**config.mk**
```make
export PLATFORM = sky130hd
export DESIGN_NAME = branch_resolver
export DESIGN_NICKNAME = d
export VERILOG_FILES = /design/src/rtl/branch_resolver.sv
export SDC_FILE = /design/constraint.sdc
export NUM_CORES = 1
export LEC_CHECK = 0
export CAP_MARGIN = 15
export CORE_AREA = 4 4 136 138
export CTS_CLUSTER_SIZE = 14
export DETAILED_ROUTE_END_ITERATION = 16
export DIE_AREA = 0 0 140 142
export GPL_TIMING_DRIVEN = 1
export HOLD_SLACK_MARGIN = 0.15
export PLACE_DENSITY = 0.75
export SLEW_MARGIN = 25
export SYNTH_ARGS = -nofsm -noshare
export SYNTH_HDL_FRONTEND = slang
export SYNTH_SLANG_ARGS = --single-unit
```
**constraint.sdc**
```tcl
create_clock -name clk -period 3.6 [get_ports clk]
set_clock_uncertainty 0.1 [all_clocks]
set_input_delay 0.36 -clock clk [delete_from_list [all_inputs] [get_ports clk]]
set_output_delay 0.36 -clock clk [all_outputs]
set_load 0.01 [all_outputs]
```
**src/rtl/branch_resolver.sv**
```systemverilog
// Branch resolver: evaluates a captured branch request against the ALU flag register
// and produces the next PC, link write and a two-cycle flush for taken branches.
module branch_resolver (
    input  logic        clk,
    input  logic        rst_n,
    input  logic        flag_we,
    input  logic        carry_we,
    input  logic        sign_in,
    input  logic        zero_in,
    input  logic        carry_in,
    input  logic        br_valid,
    output logic        br_ready,
    input  logic [3:0]  br_op,
    input  logic [31:0] pc,
    input  logic [31:0] offset,
    input  logic [31:0] reg_target,
    output logic        out_valid,
    output logic        taken,
    output logic [31:0] target,
    output logic        link_we,
    output logic [31:0] link,
    output logic        illegal,
    output logic        flush,
    output logic        sign_q,
    output logic        zero_q,
    output logic        carry_q,
    output logic [15:0] taken_cnt
);

    typedef enum logic [1:0] {
        IDLE   = 2'd0,
        EVAL   = 2'd1,
        FLUSH1 = 2'd2,
        FLUSH2 = 2'd3
    } state_t;

    state_t      state_q;
    logic        outValid_q;
    logic        taken_q;
    logic [31:0] target_q;
    logic        linkWe_q;
    logic [31:0] link_q;
    logic        illegal_q;
    logic [15:0] takenCnt_q;

    logic        sign_d;
    logic        zero_d;
    logic        carry_d;
    logic        condTaken;
    logic        legalOp;
    logic        useReg;
    logic        isCall;
    logic [31:0] pcPlus4;
    logic [31:0] branchTarget;
    logic [31:0] target_d;

    always_ff @(posedge clk or negedge rst_n) begin
        if (!rst_n) begin
            sign_q  <= 1'b0;
            zero_q  <= 1'b0;
            carry_q <= 1'b0;
        end else begin
            if (flag_we) begin
                sign_q <= sign_in;
                zero_q <= zero_in;
            end
            if (carry_we) begin
                carry_q <= carry_in;
            end
        end
    end

    // The decision is taken on the capture edge from the flag values being written on
    // that same edge, so it reflects them in EVAL and ignores writes made during EVAL.
    always_comb begin
        sign_d       = flag_we  ? sign_in  : sign_q;
        zero_d       = flag_we  ? zero_in  : zero_q;
        carry_d      = carry_we ? carry_in : carry_q;
        pcPlus4      = pc + 32'd4;
        branchTarget = pc + offset;
        condTaken    = 1'b0;
        legalOp      = 1'b1;
        useReg       = 1'b0;
        isCall       = 1'b0;
        case (br_op)
            4'b0000: condTaken = 1'b1;
            4'b0001: condTaken = sign_d;
            4'b0010: condTaken = zero_d;
            4'b0011: condTaken = !zero_d;
            4'b0100: condTaken = carry_d;
            4'b0101: condTaken = !carry_d;
            4'b0110: begin condTaken = 1'b1; useReg = 1'b1; end
            4'b0111: begin condTaken = 1'b1; isCall = 1'b1; end
            4'b1000: begin condTaken = 1'b1; useReg = 1'b1; end
            default: legalOp = 1'b0;
        endcase
        if (!condTaken) begin
            target_d = pcPlus4;
        end else if (useReg) begin
            target_d = reg_target;
        end else begin
            target_d = branchTarget;
        end
    end

    always_ff @(posedge clk or negedge rst_n) begin
        if (!rst_n) begin
            state_q    <= IDLE;
            outValid_q <= 1'b0;
            taken_q    <= 1'b0;
            target_q   <= 32'd0;
            linkWe_q   <= 1'b0;
            link_q     <= 32'd0;
            illegal_q  <= 1'b0;
            takenCnt_q <= 16'd0;
        end else begin
            case (state_q)
                IDLE: begin
                    if (br_valid) begin
                        outValid_q <= 1'b1;
                        taken_q    <= condTaken;
                        target_q   <= target_d;
                        linkWe_q   <= isCall;
                        link_q     <= pcPlus4;
                        illegal_q  <= !legalOp;
                        state_q    <= EVAL;
                    end
                end
                EVAL: begin
                    outValid_q <= 1'b0;
                    taken_q    <= 1'b0;
                    linkWe_q   <= 1'b0;
                    illegal_q  <= 1'b0;
                    if (taken_q) begin
                        if (takenCnt_q != 16'hFFFF) begin
                            takenCnt_q <= takenCnt_q + 16'd1;
                        end
                        state_q <= FLUSH1;
                    end else begin
                        state_q <= IDLE;
                    end
                end
                FLUSH1:  state_q <= FLUSH2;
                FLUSH2:  state_q <= IDLE;
                default: state_q <= IDLE;
            endcase
        end
    end

    assign br_ready  = (state_q == IDLE);
    assign flush     = (state_q == FLUSH1) || (state_q == FLUSH2);
    assign out_valid = outValid_q;
    assign taken     = taken_q;
    assign target    = target_q;
    assign link_we   = linkWe_q;
    assign link      = link_q;
    assign illegal   = illegal_q;
    assign taken_cnt = takenCnt_q;

endmodule

```
After elaboration in Yosys (flattened, before gate mapping) --
Index checks and enable logic that the tools add are counted.
Storage, ports and cells: bits in registers 89, logic and storage cells 60, output and inout bits 89
Cells by class: multiplexer cells 20, equality and inequality tests 13, reductions and logical operators 13, add/subtract/negate cells 3
Operators by type and width (number):
- $mux 32 | 2
- $add 32x3->32 const B | 1
- $add 32x32->32 | 1
- $add 16x1->16 const B | 1
- $eq 4x3->1 const B | 4
- $ne 16x16->1 const B | 1
- $mux 1 | 10
- $reduce_or 9->1 | 1
- $eq 4x2->1 const B | 2
- $pmux 1 s2 | 4
- $pmux 2 s4 | 1
- $pmux 1 s6 | 1
- $eq 2x2->1 const B | 2
- $eq 4x1->1 const B | 1
- $eq 4x4->1 const B | 1
- $logic_not 4->1 | 1
- $mux 2 | 2
- $reduce_and 2->1 | 2
- $reduce_or 4->1 | 1
- $logic_not 1->1 | 3
- $reduce_and 3->1 | 1
- $eq 2x1->1 const B | 1
- $logic_not 2->1 | 1
- $ne 2x2->1 const B | 1
- other kinds (3) | 3

Longest topological paths before layout --
depth after elaboration 6, mapped depth 10, gate-level depth less buffers 10

Worst setup path before layout --
OpenSTA, ideal clock, no wires.
path kind input -> register, start point input port offset[0], end point register target_q[30] (netlist: target[30]), path slack 925 ps, library setup time 124 ps, data arrival time 2451 ps, buffers on the path 0, cell stages on the path 9, data required time 3376 ps, cells stage by stage ha_1 fa_1 a211oi_1 o211ai_1 a211oi_1 nor2_1 a311oi_1 o31ai_1 a211o_1
On the way: longest elaborated chain between the ends 3
RTL lines:
- start: declaration | line 15 | input logic [31:0] offset,
- $add 32x32->32 | line 80 | branchTarget = pc + offset;
- $mux 32 | line 99 | end else if (useReg) begin
- $mux 32 | line 97 | if (!condTaken) begin
- end signal: assignment | line 122 | target_q <= target_d;
- end: declaration | line 40 | logic [31:0] target_q;
Every way passes these cells. A chain may end at the register's enable or synchronous reset.

Final worst setup path --
start point input port pc[0], end point register target_q[28] (netlist: target[28])
On the way: longest elaborated chain between the ends 3
RTL lines:
- start: declaration | line 14 | input logic [31:0] pc,
- $add 32x32->32 | line 80
- $mux 32 | line 99
- $mux 32 * | line 97
Every way passes the cells marked *; elsewhere a longest branch is shown, timed or not.

==> results.tsv <==
stage	metric	value	unit
clock_network	later-pin clock latency in the skew report	0.34	ns
clock_network	CTS tree	built	
sta	setup violators final	0	
critical_path	Critical Path End Type	flop	
global_routing	total track usage	20.56	%
clock_network	CTS Hold Bufs	1	
die	core area	0.01718	mm²
sta	Tcrit/Tclk final	90.12	%
sta	RSZ-0062 raised after global routing	no	
critical_path	reg2reg start	carry_q	
yosys	post-synthesis sequential area ratio	36.31	%
clock_network	post-CTS sizing	0	
critical_path	reg-to-reg endpoint	target[28]	
yosys	syn_nets	850	
die	starting density of the core	35.71	%
finish	design area	0.008665	mm²
sta	min Tclk post-route	3.244	ns
clock_network	Clock transition at path regs	0.06	ns
yosys	synthesized flop and latch total	89	
global_routing	largest net degree at the start of global routing	68	
clock_network	clk buf depth	2	
placement	Port-buffer cells	196	
sta	Hold Vio Cnt, Final	0	
placement	post-placement cell count	1111	
global_routing	GRT overflow	0	
critical_path	reg2reg path depth	7	
die	Die Area	0.01988	mm²
die	width of the die	140	µm
detailed_routing	Residual DRC	0	
sta	Worst slew margin	40.29	%
power	VDD IR max	0.2593	mV
finish	# diodes	0	
global_routing	initial antenna violation count	0	
finish	Finished Layout Cells	1128	
clock_network	H-tree lvl count	3	
yosys	Synth Area per Inst	8.663	µm²
detailed_routing	Final ANT Viol Nets	0	
yosys	synthesized cell area	0.006133	mm²
placement	worst slack at placement	0.06730	ns
clock_network	CTS Buf Count	9	
detailed_routing	wire length per cell	18.60	µm
critical_path	Critical Path Source Type	input port	
critical_path	Crit path required time	3.70	ns
critical_path	R2R setup slack	0.92	ns
sta	Fmax achieved	0.3082	GHz
clock_network	Root Driver	clkbuf_16	
die	IO Pins	197	
detailed_routing	Avg Vias per Cell	5.449	
global_routing	first-pass GRT wire length	32.41	mm
critical_path	CP arrival	3.34	ns
min_path	HP Class	reg -> reg	
finish	synth-to-layout area growth	41.27	%
sta	Slew Viols, Final	0	
yosys	EDFF count, synth	0	
power	PD cells	556.2	mW/mm²
finish	Final #Nets	1040	
min_path	startpoint of the worst hold path	target[0]	
yosys	Primary FF master, synth	dfrtp_1	
detailed_routing	DRT Pass-1 Iters	6	
yosys	Yosys cell types	70	
yosys	Syn Inst Count	708	
detailed_routing	via count	6146	
yosys	number of synthesis warnings	0	
sta	Post-Route Setup TNS	0	ns
critical_path	crit path kind	in -> reg	
placement	dpl cell area	0.008379	mm²
die	Die Y-Extent	142	µm
placement	RD Place Congestion	0.8929	
clock_network	CTS sink cnt	89	
placement	DP Wirelength	16.49	mm
yosys	Synth async-reset ratio	100.0	%
finish	share of layout cells above drive strength 1	5.316	%
detailed_routing	1st-iter DRT viols	472	
critical_path	CP Max Fanout	5	
detailed_routing	total wire length	20.98	mm
power	leak pwr	3.586	nW
global_routing	vias in the first global route	5974	
clock_network	setup repair bufs after CTS	0	
sta	actual transition at the worst max-transition pin	0.8956	ns
finish	fin util	50.44	%
outcome	run status	finished clean	
min_path	worst hold path depth	2	
die	Core Rows	48	
run	Max Cap Viol	0	
sta	worst setup margin	0.3557	ns
min_path	WHS Endpoint	target[0]	
[per-stage QoR]
step	total power, W	hold WS [ns]
after global routing	0.005135	0.3974
after global placement	0.003901	0.3576
after floorplan	0.002643	-0.03559
after detailed placement	0.003949	0.3666
after CTS	0.004852	0.3827
final	0.004819	0.3752
[power by group]
| group | internal [W] | switching, W |
|---|---|---|
| Sequential | 0.00139 | 0.000271 |
| Combinational | 0.00116 | 0.00110 |
| Clock | 0.000488 | 0.000405 |
| Total | 0.00304 | 0.00178 |
[synth_stat cells (all sizes together), types with 2 or more instances]
cell type	n	area, µm²
xor2	33	289.0
a21o	19	142.6
and4b	2	20.02
o21ai	71	359.1
mux2i	6	60.06
or3	5	31.28
o211ai	6	45.04
a41oi	2	25.03
nand2	104	397.9
ha	33	412.9
a211o	2	17.52
nor2	61	231.5
xnor2	36	315.3
nor3b	2	15.01
a2111oi	3	32.53
nand4	8	50.05
and2	3	18.77
o21bai	4	30.03
and4	8	70.07
or4	2	15.01
a22oi	2	15.01
o21a	4	30.03
o22ai	2	12.51
a31oi	5	31.28
o221ai	2	23.77
a21oi	50	257.8
nor3	5	25.02
clkbuf	24	91.33
inv	8	30.03
a311oi	2	17.52
dfrtp	89	2227
a221oi	21	190.2
nor2b	5	31.28
nor4	2	27.53
nor4b	2	23.77
a211oi	9	67.56
o32a	2	20.02
nand3	27	135.1
and3	12	75.07
mux2	3	37.53
buf	8	51.29
[cells by family after synthesis]
group	Yosys count	synth area share, %
simple gates	251	19.40
compound gates	216	22.97
flops	89	36.31
xor+xnor	69	9.853
buf+inv	40	2.815
fa+ha+maj	34	7.058
mux	9	1.591
[per-layer routing]
layer	track usage, %	part of all wire, %
met5	0	0
met4	5.354	1.8
met3	3.797	6.4
met2	33.20	46
met1	28.63	46
[flip-flops by register name, summed over array words and instances, names as in the netlist, named ones only]
| name | cells |
|---|---|
| link_we | 1 |
| zero_q | 1 |
| sign_q | 1 |
| illegal | 1 |
| out_valid | 1 |
| taken | 1 |
| taken_cnt | 16 |
| target | 32 |
| link | 32 |
| state_q | 1 |
| carry_q | 1 |
[worst max-delay path, stage by stage]
cell             delay [ns]
clkdlybuf4s50_1        0.45
ha_1                   0.26
fa_1                   0.44
a211oi_1               0.36
o211ai_1               0.25
a211oi_1               0.27
nor2_1                 0.14
a311oi_1               0.37
o21ai_0                0.16
xnor2_1                0.17
o21ai_0                0.11
[cells in the final DEF (no fill, tap or decap), drive strengths merged, types with 3 or more instances in the layout]
cell type / instances
dfrtp: 89
nand4: 8
xnor2: 36
or3: 5
xor2: 33
and4: 8
o21a: 4
o21bai: 4
ha: 33
o211ai: 6
mux2i: 6
a221oi: 21
and2: 3
and3: 12
a21oi: 50
o21ai: 71
a2111oi: 3
mux2: 3
a31oi: 5
a211oi: 9
clkbuf: 12
nor2: 61
nor3: 5
nand3: 27
buf: 15
clkdlybuf4s50: 195
a21o: 19
nor2b: 5
inv: 8
nand2: 104
[worst max-delay path by stage]
stage                         start         end  slack, ns  depth (start not counted)
after global placement        pc[0]  target[26]       0.13                         11
after detailed placement      pc[0]  target[28]       0.07                         11
after global routing          pc[0]  target[28]       0.15                         11
final                         pc[0]  target[28]       0.36                         11
after CTS                     pc[0]  target[28]       0.38                         11
after floorplan           offset[0]  target[30]       0.92                          9
[final cells by class]
cell class / instances / area (µm²)
sequential: 89 / 2227
fill: 1613 / 8512
clock inverter: 4 / 28.78
timing repair buffer: 211 / 2087
clock buffer: 12 / 246.5
multi-input combinational: 579 / 3764
tap: 225 / 281.5
inverter: 8 / 30.03
Note: power is estimated with default switching activity, not from simulation.
